===== src/rtl/irq_pkg.sv =====
// Shared types and defaults for the interrupt dispatch sequencer.
// Holds the state encoding, parameter defaults and the vector address helper.
package irq_pkg;

  localparam int          NUM_IRQ_DEF  = 5;
  localparam logic [15:0] VEC_BASE_DEF = 16'h0040;

  typedef enum logic [2:0] {
    ST_IDLE,
    ST_HALT,
    ST_W0,
    ST_W1,
    ST_PUSH_H,
    ST_PUSH_L,
    ST_JUMP
  } state_t;

  // Source i vectors to base + 8*i.
  function automatic logic [15:0] vec_addr(input logic [15:0] base, input logic [7:0] idx);
    return base + {5'b0, idx, 3'b000};
  endfunction

endpackage


===== src/rtl/irq_prio_enc.sv =====
// Priority encoder: lowest set bit of pend wins; outputs one-hot, index and valid.
// Latency: combinational. Backpressure: none.
// Pure function of pend, no state.
module irq_prio_enc
  import irq_pkg::*;
#(
  parameter int NUM_IRQ = NUM_IRQ_DEF,
  parameter int IDX_W   = (NUM_IRQ > 1) ? $clog2(NUM_IRQ) : 1
) (
  input  logic [NUM_IRQ-1:0] pend,
  output logic [NUM_IRQ-1:0] onehot,
  output logic [IDX_W-1:0]   idx,
  output logic               vld
);

  // Scan downwards so the lowest set index is the last assignment.
  always_comb begin
    onehot = '0;
    idx    = '0;
    vld    = 1'b0;
    for (int i = NUM_IRQ - 1; i >= 0; i--) begin
      if (pend[i]) begin
        onehot    = '0;
        onehot[i] = 1'b1;
        idx       = IDX_W'(i);
        vld       = 1'b1;
      end
    end
  end

endmodule


===== src/rtl/irq_dispatch_seq.sv =====
// SM83 interrupt dispatch sequencer: IME/EI delay, HALT wake, W0-W1-PUSH_H-PUSH_L-JUMP.
// Latency: INSTR_BOUND to PC_LOAD is 5 cycles; each BUS_ACK-low cycle in a push adds one.
// Backpressure: pushes hold BUS_REQ/BUS_WR_DATA until BUS_ACK. IRQ_CANCEL_EN: late vector pick.
module irq_dispatch_seq
  import irq_pkg::*;
#(
  parameter int          NUM_IRQ  = NUM_IRQ_DEF,
  parameter logic [15:0] VEC_BASE = VEC_BASE_DEF
) (
  input  logic               CLK,
  input  logic               nRESET,
  input  logic [NUM_IRQ-1:0] IRQ_PEND,
  input  logic               INSTR_BOUND,
  input  logic               EI_EXEC,
  input  logic               DI_EXEC,
  input  logic               RETI_EXEC,
  input  logic               HALT_EXEC,
  input  logic [15:0]        PC,
  input  logic               BUS_ACK,
  output logic               BUS_REQ,
  output logic [7:0]         BUS_WR_DATA,
  output logic               SP_DEC,
  output logic [NUM_IRQ-1:0] IRQ_ACK,
  output logic               PC_LOAD,
  output logic [15:0]        PC_VEC,
  output logic               BUSY,
  output logic               HALTED,
  output logic               IME
);

  localparam int IDX_W = (NUM_IRQ > 1) ? $clog2(NUM_IRQ) : 1;

  state_t               state, state_nxt;
  logic                 ime, ei_dly;
  logic                 take;
  logic                 sel_load;
  logic [15:0]          pc_hold;
  logic [NUM_IRQ-1:0]   pend_oh, sel_oh;
  logic [IDX_W-1:0]     pend_idx, sel_idx;
  logic                 pend_vld, sel_vld;

  irq_prio_enc #(.NUM_IRQ(NUM_IRQ), .IDX_W(IDX_W)) u_prio (
    .pend   (IRQ_PEND),
    .onehot (pend_oh),
    .idx    (pend_idx),
    .vld    (pend_vld)
  );

`ifdef IRQ_CANCEL_EN
  // The high push may overwrite IE, so the source is chosen only once it lands.
  assign sel_load = (state == ST_PUSH_H) && BUS_ACK;
`else
  assign sel_load = take;
`endif

  always_ff @(posedge CLK or negedge nRESET) begin
    if (!nRESET) state <= ST_IDLE;
    else         state <= state_nxt;
  end

  always_comb begin
    state_nxt   = state;
    take        = 1'b0;
    BUS_REQ     = 1'b0;
    BUS_WR_DATA = 8'h00;
    SP_DEC      = 1'b0;
    IRQ_ACK     = '0;
    PC_LOAD     = 1'b0;
    PC_VEC      = 16'h0000;
    BUSY        = (state != ST_IDLE) && (state != ST_HALT);
    HALTED      = (state == ST_HALT);
    case (state)
      ST_IDLE: begin
        if (INSTR_BOUND && ime && pend_vld) begin
          take      = 1'b1;
          state_nxt = ST_W0;
        end else if (HALT_EXEC) begin
          state_nxt = ST_HALT;
        end
      end
      ST_HALT: begin
        // Wake-up ignores IME; IME only decides whether a dispatch follows.
        if (pend_vld) begin
          take      = ime;
          state_nxt = ime ? ST_W0 : ST_IDLE;
        end
      end
      ST_W0: state_nxt = ST_W1;
      ST_W1: begin
        SP_DEC    = 1'b1;
        state_nxt = ST_PUSH_H;
      end
      ST_PUSH_H: begin
        BUS_REQ     = 1'b1;
        BUS_WR_DATA = pc_hold[15:8];
        if (BUS_ACK) begin
          SP_DEC    = 1'b1;
          state_nxt = ST_PUSH_L;
        end
      end
      ST_PUSH_L: begin
        BUS_REQ     = 1'b1;
        BUS_WR_DATA = pc_hold[7:0];
        if (BUS_ACK) state_nxt = ST_JUMP;
      end
      ST_JUMP: begin
        PC_LOAD = 1'b1;
        if (sel_vld) begin
          PC_VEC  = vec_addr(VEC_BASE, 8'(sel_idx));
          IRQ_ACK = sel_oh;
        end
        state_nxt = ST_IDLE;
      end
      default: state_nxt = ST_IDLE;
    endcase
  end

  // Later assignments take precedence: DI beats EI, dispatch clears IME last.
  always_ff @(posedge CLK or negedge nRESET) begin
    if (!nRESET) begin
      ime    <= 1'b0;
      ei_dly <= 1'b0;
    end else begin
      if (INSTR_BOUND && !BUSY && ei_dly) begin
        ime    <= 1'b1;
        ei_dly <= 1'b0;
      end
      if (RETI_EXEC) ime <= 1'b1;
      if (EI_EXEC) ei_dly <= 1'b1;
      if (DI_EXEC) begin
        ime    <= 1'b0;
        ei_dly <= 1'b0;
      end
      if (take) ime <= 1'b0;
    end
  end

  always_ff @(posedge CLK or negedge nRESET) begin
    if (!nRESET) begin
      pc_hold <= 16'h0000;
      sel_oh  <= '0;
      sel_idx <= '0;
      sel_vld <= 1'b0;
    end else begin
      if (take) pc_hold <= PC;
      if (sel_load) begin
        sel_oh  <= pend_oh;
        sel_idx <= pend_idx;
        sel_vld <= pend_vld;
      end
    end
  end

  assign IME = ime;

endmodule


===== config.mk =====
export PLATFORM = sky130hd
export DESIGN_NAME = irq_dispatch_seq
export DESIGN_NICKNAME = d
export VERILOG_FILES = /design/src/rtl/irq_pkg.sv /design/src/rtl/irq_prio_enc.sv /design/src/rtl/irq_dispatch_seq.sv
export SDC_FILE = /design/constraint.sdc
export NUM_CORES = 1
export LEC_CHECK = 0
export CAP_MARGIN = 20
export CELL_PAD_IN_SITES_DETAIL_PLACEMENT = 1
export CELL_PAD_IN_SITES_GLOBAL_PLACEMENT = 2
export CORE_ASPECT_RATIO = 1.4
export CORE_MARGIN = 2
export CORE_UTILIZATION = 24
export CTS_CLUSTER_SIZE = 24
export DETAILED_ROUTE_END_ITERATION = 10
export PLACE_DENSITY_LB_ADDON = 0.1
export SLEW_MARGIN = 15
export SYNTH_ARGS = -nofsm -noshare
export SYNTH_HDL_FRONTEND = slang
export SYNTH_SLANG_ARGS = --single-unit

===== constraint.sdc =====
create_clock -name CLK -period 1.7 [get_ports CLK]
set_input_delay 0.17 -clock CLK [delete_from_list [all_inputs] [get_ports CLK]]
set_output_delay 0.17 -clock CLK [all_outputs]
set_load 0.01 [all_outputs]

==> parameters.txt, run 1 <==
Parameter                              Value

Run status
  Result of the run    finished with violations
  Failing checks    negative setup slack

Clock tree
  Clock transition at the registers of the reported paths    60 ps
  Clock insertion delay at the later pin of the skew report    between 200 and 300 ps
  Maximum root-to-sink buffer count    2
  Count of clock tree sinks    29
  Cell chosen for the clock root    sky130_fd_sc_hd__clkbuf_8
  TritonCTS Buffers    5
  Clock tree from TritonCTS    built
  Count of H-tree levels built during CTS    2

Placed design
  Final RePlAce weighted congestion    0.785
  Setup slack at placement    -343 ps
  Number of buffers inserted by port buffering    51
  Placement-stage cell area    about 0.0022 mm2
  HPWL Detailed    3.13 mm

Detailed routing
  Total length of routed wires    4.40 mm
  Wire length per cell    15.3 um
  Via density    4.39
  Vias    1260
  Iteration-0 DRC count of the detailed router    41
  Final antenna-violating net count    0
  Number of remaining DRC errors    0
  Initial DRT Pass Iterations    2

Final layout
  Highest-count cells in the layout ignoring fill and taps    27 x sky130_fd_sc_hd__clkdlybuf4s50_1, 26 x sky130_fd_sc_hd__dfrtp_1, 23 x sky130_fd_sc_hd__buf_4, 21 x sky130_fd_sc_hd__mux2_4, 13 x sky130_fd_sc_hd__nor2_1
  Antenna diodes    0
  Register area    729 um2
  Nets    roughly 240
  Commonest non-fill, non-tap cell in the layout    sky130_fd_sc_hd__clkdlybuf4s50_1
  Area taken by multi-input logic gates    slightly below 800 um2
  Share of final-layout standard cells stronger than drive strength 1    36.2%
  Finished layout cell area    0.00240 mm2
  Final Core Density    ~37%
  Area growth from synthesis to layout    49.1%
  Filler cell count    708

Logic synthesis
  Area contributors post-synth    sky130_fd_sc_hd__dfrtp_1 45%, sky130_fd_sc_hd__mux2_4 18%, sky130_fd_sc_hd__buf_4 6.1%, sky130_fd_sc_hd__mux2i_1 5.0%, sky130_fd_sc_hd__nor2_1 3.3%
  Cell variety after synth    32
  Average size of a mapped cell    12.0 um2
  Count of warnings emitted by yosys    0
  Cell count after synthesis    134
  Synth area leader    sky130_fd_sc_hd__dfrtp_1
  Sequential cell area fraction in the yosys report    45.1%
  Area of the mapped netlist    0.00161 mm2
  Seq cells post-synth    29
  Top cell type's share of synthesized area    between 40% and 50%

Global routing
  Number of global-route vias before repair    about 1400
  Global-route usage over all layers    12.4%
  Overflow after GRT    0
  Maximum number of pins on one net before global-route repair    30
  Number of antenna violations at the first check in global routing    0
  Global-route wire length before repair    between 6 and 7 mm

Setup path
  Critical path start-end classification    reg -> reg
  Crit path launch type    flip-flop
  Required time worst endpoint    approximately 1900 ps
  Worst Setup End Kind    flip-flop
  Worst path buffer plus inverter count    1
  Family with the most delay on the worst path    compound AO/OA/AOI/OAI gates
  Crit path max-delay cell type    sky130_fd_sc_hd__o211a_4
  Data arrival time at the worst-slack endpoint    1870 ps
  Largest incremental delay on the critical path    approximately 470 ps
  Worst-path maximum fanout    23
  Critical path cell sequence    buf_6 -> o21a_1 -> o211a_4 -> mux2_2

Hold path
  Class of the worst hold path    in -> async

Pwr
  Total power    3.44 mW
  Cell Pwr Density    1430 mW/mm2
  Leakage power figure    1.23 nW
  Highest ir drop seen on vdd    between 300 and 400 uV

Timing
  Achievable clock frequency    587 MHz
  Unrepaired setup endpoints after global routing    true
  Worst Setup Slack, final    -2.55 ps
  Final critical delay including setup and external delays    1700 ps
  Count of final max-slew check failures    0
  Setup violators final    1
  Final sum of negative setup slack    -2.55 ps
  Final clock period utilization by the worst path    100%
  Count of endpoints failing hold in the final timing report    0
  Worst clock skew    approximately 4.4 ps

Floorplan
  Standard cell core area    0.00653 mm2
  Row count    35
  Die outline width    about 73 um
  Vertical extent of the die    101 um
  Area enclosed by the die boundary    0.00738 mm2
  Io pins    64
  Starting density of the core    24.6%

Flow run
  Total of max-cap violations    0
## where the power goes
part / internal [mW] / leakage, nW / total [mW] / switching (mW)
clock network: 0.283 / 0.0450 / 0.548 / 0.265
logic: 1.03 / 0.834 / 1.67 / 0.639
registers: 1.00 / 0.348 / 1.22 / 0.216
## final timing paths
path / startpoint / end / slack [ps] / depth (start not counted)
max reg2reg: state[0] / sel_idx[1] / -3 / 4
min in group CLK: IRQ_PEND[0] / sel_oh[0] / 410 / 3
min: nRESET / sel_idx[2] / 280 / 2
min reg2reg: sel_idx[1] / sel_idx[1] / 510 / 1
max in group asynchronous: nRESET / state[1] / 1110 / 2
max: state[0] / sel_idx[1] / -3 / 4
## worst reg2reg max path: stages, from the launching register on
cell,delay (ps)
sky130_fd_sc_hd__dfrtp_2,430
sky130_fd_sc_hd__buf_6,130
sky130_fd_sc_hd__o21a_1,160
sky130_fd_sc_hd__o211a_4,470
sky130_fd_sc_hd__mux2_2,390
## cells in the mapped netlist
cell type,count
sky130_fd_sc_hd__a21o_1,1
sky130_fd_sc_hd__a21oi_1,2
sky130_fd_sc_hd__a221o_1,1
sky130_fd_sc_hd__a311oi_1,1
sky130_fd_sc_hd__a31oi_1,3
sky130_fd_sc_hd__and2_1,2
sky130_fd_sc_hd__and3_1,7
sky130_fd_sc_hd__and3b_1,1
sky130_fd_sc_hd__buf_1,1
sky130_fd_sc_hd__buf_12,2
sky130_fd_sc_hd__buf_4,13
sky130_fd_sc_hd__clkbuf_1,3
sky130_fd_sc_hd__conb_1,1
sky130_fd_sc_hd__dfrtp_1,29
sky130_fd_sc_hd__inv_1,3
sky130_fd_sc_hd__mux2_2,3
sky130_fd_sc_hd__mux2_4,19
sky130_fd_sc_hd__mux2i_1,8
sky130_fd_sc_hd__nand2_1,3
sky130_fd_sc_hd__nand2b_1,3
sky130_fd_sc_hd__nand3b_1,1
sky130_fd_sc_hd__nor2_1,14
sky130_fd_sc_hd__nor3_1,2
sky130_fd_sc_hd__nor3b_1,2
sky130_fd_sc_hd__nor4b_1,1
sky130_fd_sc_hd__o211a_4,1
sky130_fd_sc_hd__o211ai_1,1
sky130_fd_sc_hd__o21a_1,1
sky130_fd_sc_hd__o21ai_0,2
sky130_fd_sc_hd__or3b_2,1
sky130_fd_sc_hd__or4_4,1
sky130_fd_sc_hd__xor2_1,1
## logic make-up after synthesis
logic type / synth area share, %
xor+xnor: 0.545
simple gates: 13.0
compound gates: 6.07
buf+inv: 10.2
other cells: 0.233
mux: 24.8
flops: 45.1
## final cells by class
type	count	share of cell area, %
Timing Repair Buffer	78	28.9
Clock inverter	2	0.418
Tap cell	74	3.86
Inverter	3	0.470
Sequential cell	29	30.4
Multi-Input combinational cell	95	32.9
Clock buffer	6	3.03
## sequential cells by signal, indices dropped and copies added (netlist names)
name,flops
ei_dly,1
pc_hold,16
sel_idx,3
state,3
sel_oh,4
IME,1
sel_vld,1
## what timing repair did
| action | in CTS | in global routing |
|---|---|---|
| pin swaps | 2 | 1 |
| buffers inserted | 3 | 5 |
| gates resized for setup | 29 | 39 |
| hold buffers | 0 | 0 |
| endpoints found under the setup margin | 44 | 40 |
| cloned | 1 | 0 |
## layer usage
layer,GRT usage [%],wire (um),vias to the layer above
met5,0,0,-
met4,6.70,86,0
met3,2.20,213,8
met2,21.7,2310,37
met1,13.8,1790,618
li1,-,-,597
## per-stage QoR
step,hold WS [ps],instances
finish,284,287
global route,314,287
CTS,295,282
detailed placement,498,270
global placement,497,270
floorplan,-126,145
Power figures use the tool's default switching activity.
==> inputs of run 2 (changes only) <==
--- a/config.mk
+++ b/config.mk
@@ -10,10 +10,11 @@
 export CELL_PAD_IN_SITES_GLOBAL_PLACEMENT = 2
 export CORE_ASPECT_RATIO = 1.4
 export CORE_MARGIN = 2
-export CORE_UTILIZATION = 24
+export CORE_UTILIZATION = 29
 export CTS_CLUSTER_SIZE = 24
 export DETAILED_ROUTE_END_ITERATION = 10
 export PLACE_DENSITY_LB_ADDON = 0.1
+export RECOVER_POWER = 50
 export SLEW_MARGIN = 15
 export SYNTH_ARGS = -nofsm -noshare
 export SYNTH_HDL_FRONTEND = slang
==> constraint.sdc (replaced) <==
create_clock -name CLK -period 2 [get_ports CLK]
set_input_delay 0.2 -clock CLK [delete_from_list [all_inputs] [get_ports CLK]]
set_output_delay 0.2 -clock CLK [all_outputs]
set_load 0.01 [all_outputs]
==> run 2 against run 1 <==
The flow now finishes without violations. Setup slack improved by 68 ps. Combinational power decreased by 22%. Largest power group unchanged. Non-clock buffer count decreased by 13. Critical endpoint is now PC_VEC[3]. First-iteration DRC count decreased by 63%.
==> parameters.txt, run 2 (synthesis results as in run 1) <==
Parameter                              Value

Clock tree
  Number of buffers inserted for hold repair after clock tree synthesis    0
  Clock insertion delay at the later pin of the skew report    270 ps
  Count of H-tree levels built during CTS    2
  Cell chosen for the clock root    sky130_fd_sc_hd__clkbuf_8
  Clock tree from TritonCTS    built
  Count of clock tree sinks    29
  TritonCTS Buffers    5
  Clock transition at the registers of the reported paths    60 ps
  Maximum root-to-sink buffer count    2

Global routing
  Number of global-route vias before repair    1275
  Maximum number of pins on one net before global-route repair    30
  Overflow after GRT    0
  Global-route usage over all layers    between 10% and 20%
  Number of antenna violations at the first check in global routing    0
  Global-route wire length before repair    6.62 mm

Detailed routing
  Via density    4.54
  Iteration-0 DRC count of the detailed router    15
  Total length of routed wires    4.26 mm
  Wire length per cell    15.9 um
  Initial DRT Pass Iterations    4
  Final antenna-violating net count    0
  Vias    roughly 1200
  Number of remaining DRC errors    0

Timing
  Final sum of negative setup slack    0 ps
  Achievable clock frequency    517 MHz
  Worst clock skew    5.67 ps
  Setup violators final    0
  Final clock period utilization by the worst path    96.7%
  Worst-case headroom to the max-slew limit    about half
  Count of endpoints failing hold in the final timing report    0
  Count of final max-slew check failures    0
  Final critical delay including setup and external delays    a little under 2000 ps
  Slew at the pin closest to its max-slew limit    between 700 and 800 ps

Setup path
  Data arrival time at the worst-slack endpoint    between 1500 and 2000 ps
  Crit path max-delay cell type    sky130_fd_sc_hd__clkdlybuf4s50_1
  Required time worst endpoint    about 1800 ps
  Worst-path maximum fanout    5
  Setup slack, reg-to-reg    roughly 230 ps
  Critical path start-end classification    reg -> out
  Crit path launch type    flip-flop
  Largest incremental delay on the critical path    540 ps
  Critical path cell sequence    and3b_2 -> and3_1 -> clkdlybuf4s50_1
  Worst Setup End Kind    output port

Floorplan
  Die outline width    around 67 um
  Standard cell core area    around 0.0054 mm2
  Io pins    64
  Starting density of the core    29.5%
  Vertical extent of the die    92.1 um
  Area enclosed by the die boundary    around 0.006 mm2
  Row count    32

Placed design
  Number of cells after detailed placement    255
  Final RePlAce weighted congestion    0.755
  Placement-stage cell area    around 0.0022 mm2
  Number of buffers inserted by port buffering    a little over 50
  HPWL Detailed    2.93 mm

Final layout
  Highest-count cells in the layout ignoring fill and taps    38 x sky130_fd_sc_hd__clkdlybuf4s50_1, 26 x sky130_fd_sc_hd__dfrtp_1, 19 x sky130_fd_sc_hd__mux2_4, 13 x sky130_fd_sc_hd__nor2_1, 12 x sky130_fd_sc_hd__conb_1
  Finished layout cell area    0.00231 mm2
  Final Core Density    42.5%
  Share of final-layout standard cells stronger than drive strength 1    25.5%
  Area growth from synthesis to layout    44.0%
  Biggest regs    pc_hold (16), sel_oh (4)
  Commonest non-fill, non-tap cell in the layout    sky130_fd_sc_hd__clkdlybuf4s50_1
  Antenna diodes    0
  Count of placed standard cells in the final layout, fillers left out    268
  Largest register FFs    16
  Nets    approximately 230
  Register containing the most flip-flops in the final layout    pc_hold

Flow run
  Total of max-cap violations    0

Pwr
  Total power    2.86 mW
  Switching Fraction    32.0%
  Highest ir drop seen on vdd    425 uV
  Net switching power    around 0.92 mW
  Power Internal    1.95 mW
  Share of power burned in combinational logic    around 45%
  Leakage power figure    1.14 nW
  Relative contribution of the clock network to total power    about a fifth
  Cell Pwr Density    1240 mW/mm2
  Sequential Power Share    ~36%

Run status
  Result of the run    finished clean

Hold path
  Class of the worst hold path    reg -> reg
[run 2: cell types whose count changed in the layout (fill, tap and decap cells not counted), moves of 3 or more]
cell / previous run / this run
sky130_fd_sc_hd__buf_4: 23 / 11
sky130_fd_sc_hd__buf_6: 4 / 1
sky130_fd_sc_hd__clkbuf_2: 8 / 1
sky130_fd_sc_hd__dlygate4sd3_1: 0 / 4
sky130_fd_sc_hd__clkdlybuf4s15_1: 6 / 0
sky130_fd_sc_hd__clkdlybuf4s50_1: 27 / 38
[run 2: final timing paths]
check,from,to,cells past startpoint
hold reg to reg,sel_idx[1],sel_idx[1],1
min in group asynchronous,nRESET,pc_hold[13],2
max in group asynchronous,nRESET,state[0],2
hold / removal,sel_idx[1],sel_idx[1],1
setup / recovery,state[0],PC_VEC[3],3
setup reg to reg,state[0],sel_oh[0],4
[run 2: repair_timing]
item,CTS,global route
gates resized for setup,9,7
cloned,1,0
setup endpoints to repair,12,13
setup buffers,0,4
[run 2: cell type report]
type	count	area [um2]
Fill cell	605	3130
Multi-Input combinational cell	95	769
Sequential cell	29	729
Timing Repair Buffer	65	618
Clock buffer	7	96.3
Tap cell	68	85.1
Inverter	3	11.3
Clock inverter	1	5.00
[run 2: power by group through the flow]
stage | sequential (mW) | combinational (mW) | clock, mW
floorplan | 0.958 | 0.886 | 0
global placement | 1.02 | 1.23 | 0
detailed placement | 1.02 | 1.26 | 0
CTS | 1.04 | 1.27 | 0.551
global route | 1.07 | 1.41 | 0.579
finish | 1.03 | 1.30 | 0.533
[run 2: stage by stage]
stage	setup WS, ps	hold WS (ps)
after detailed placement	-53.9	493
after CTS	2.70	330
after global routing	-1.84	506
final	65.6	502
after floorplan	394	-95.6
after global placement	-39.8	494
[run 2: layer usage]
layer	GRT usage, %	vias up	part of all wire (%)
met5	0	-	0
met4	4.08	0	1.1
met3	4.17	5	5.1
met2	24.7	34	53
met1	18.0	605	41
li1	-	573	-
[run 2: critical path: cells and delay by family (launching register included)]
family | cells | cell delay (ps)
buf+inv | 1 | 540
simple gates | 2 | 470
flops | 1 | 450
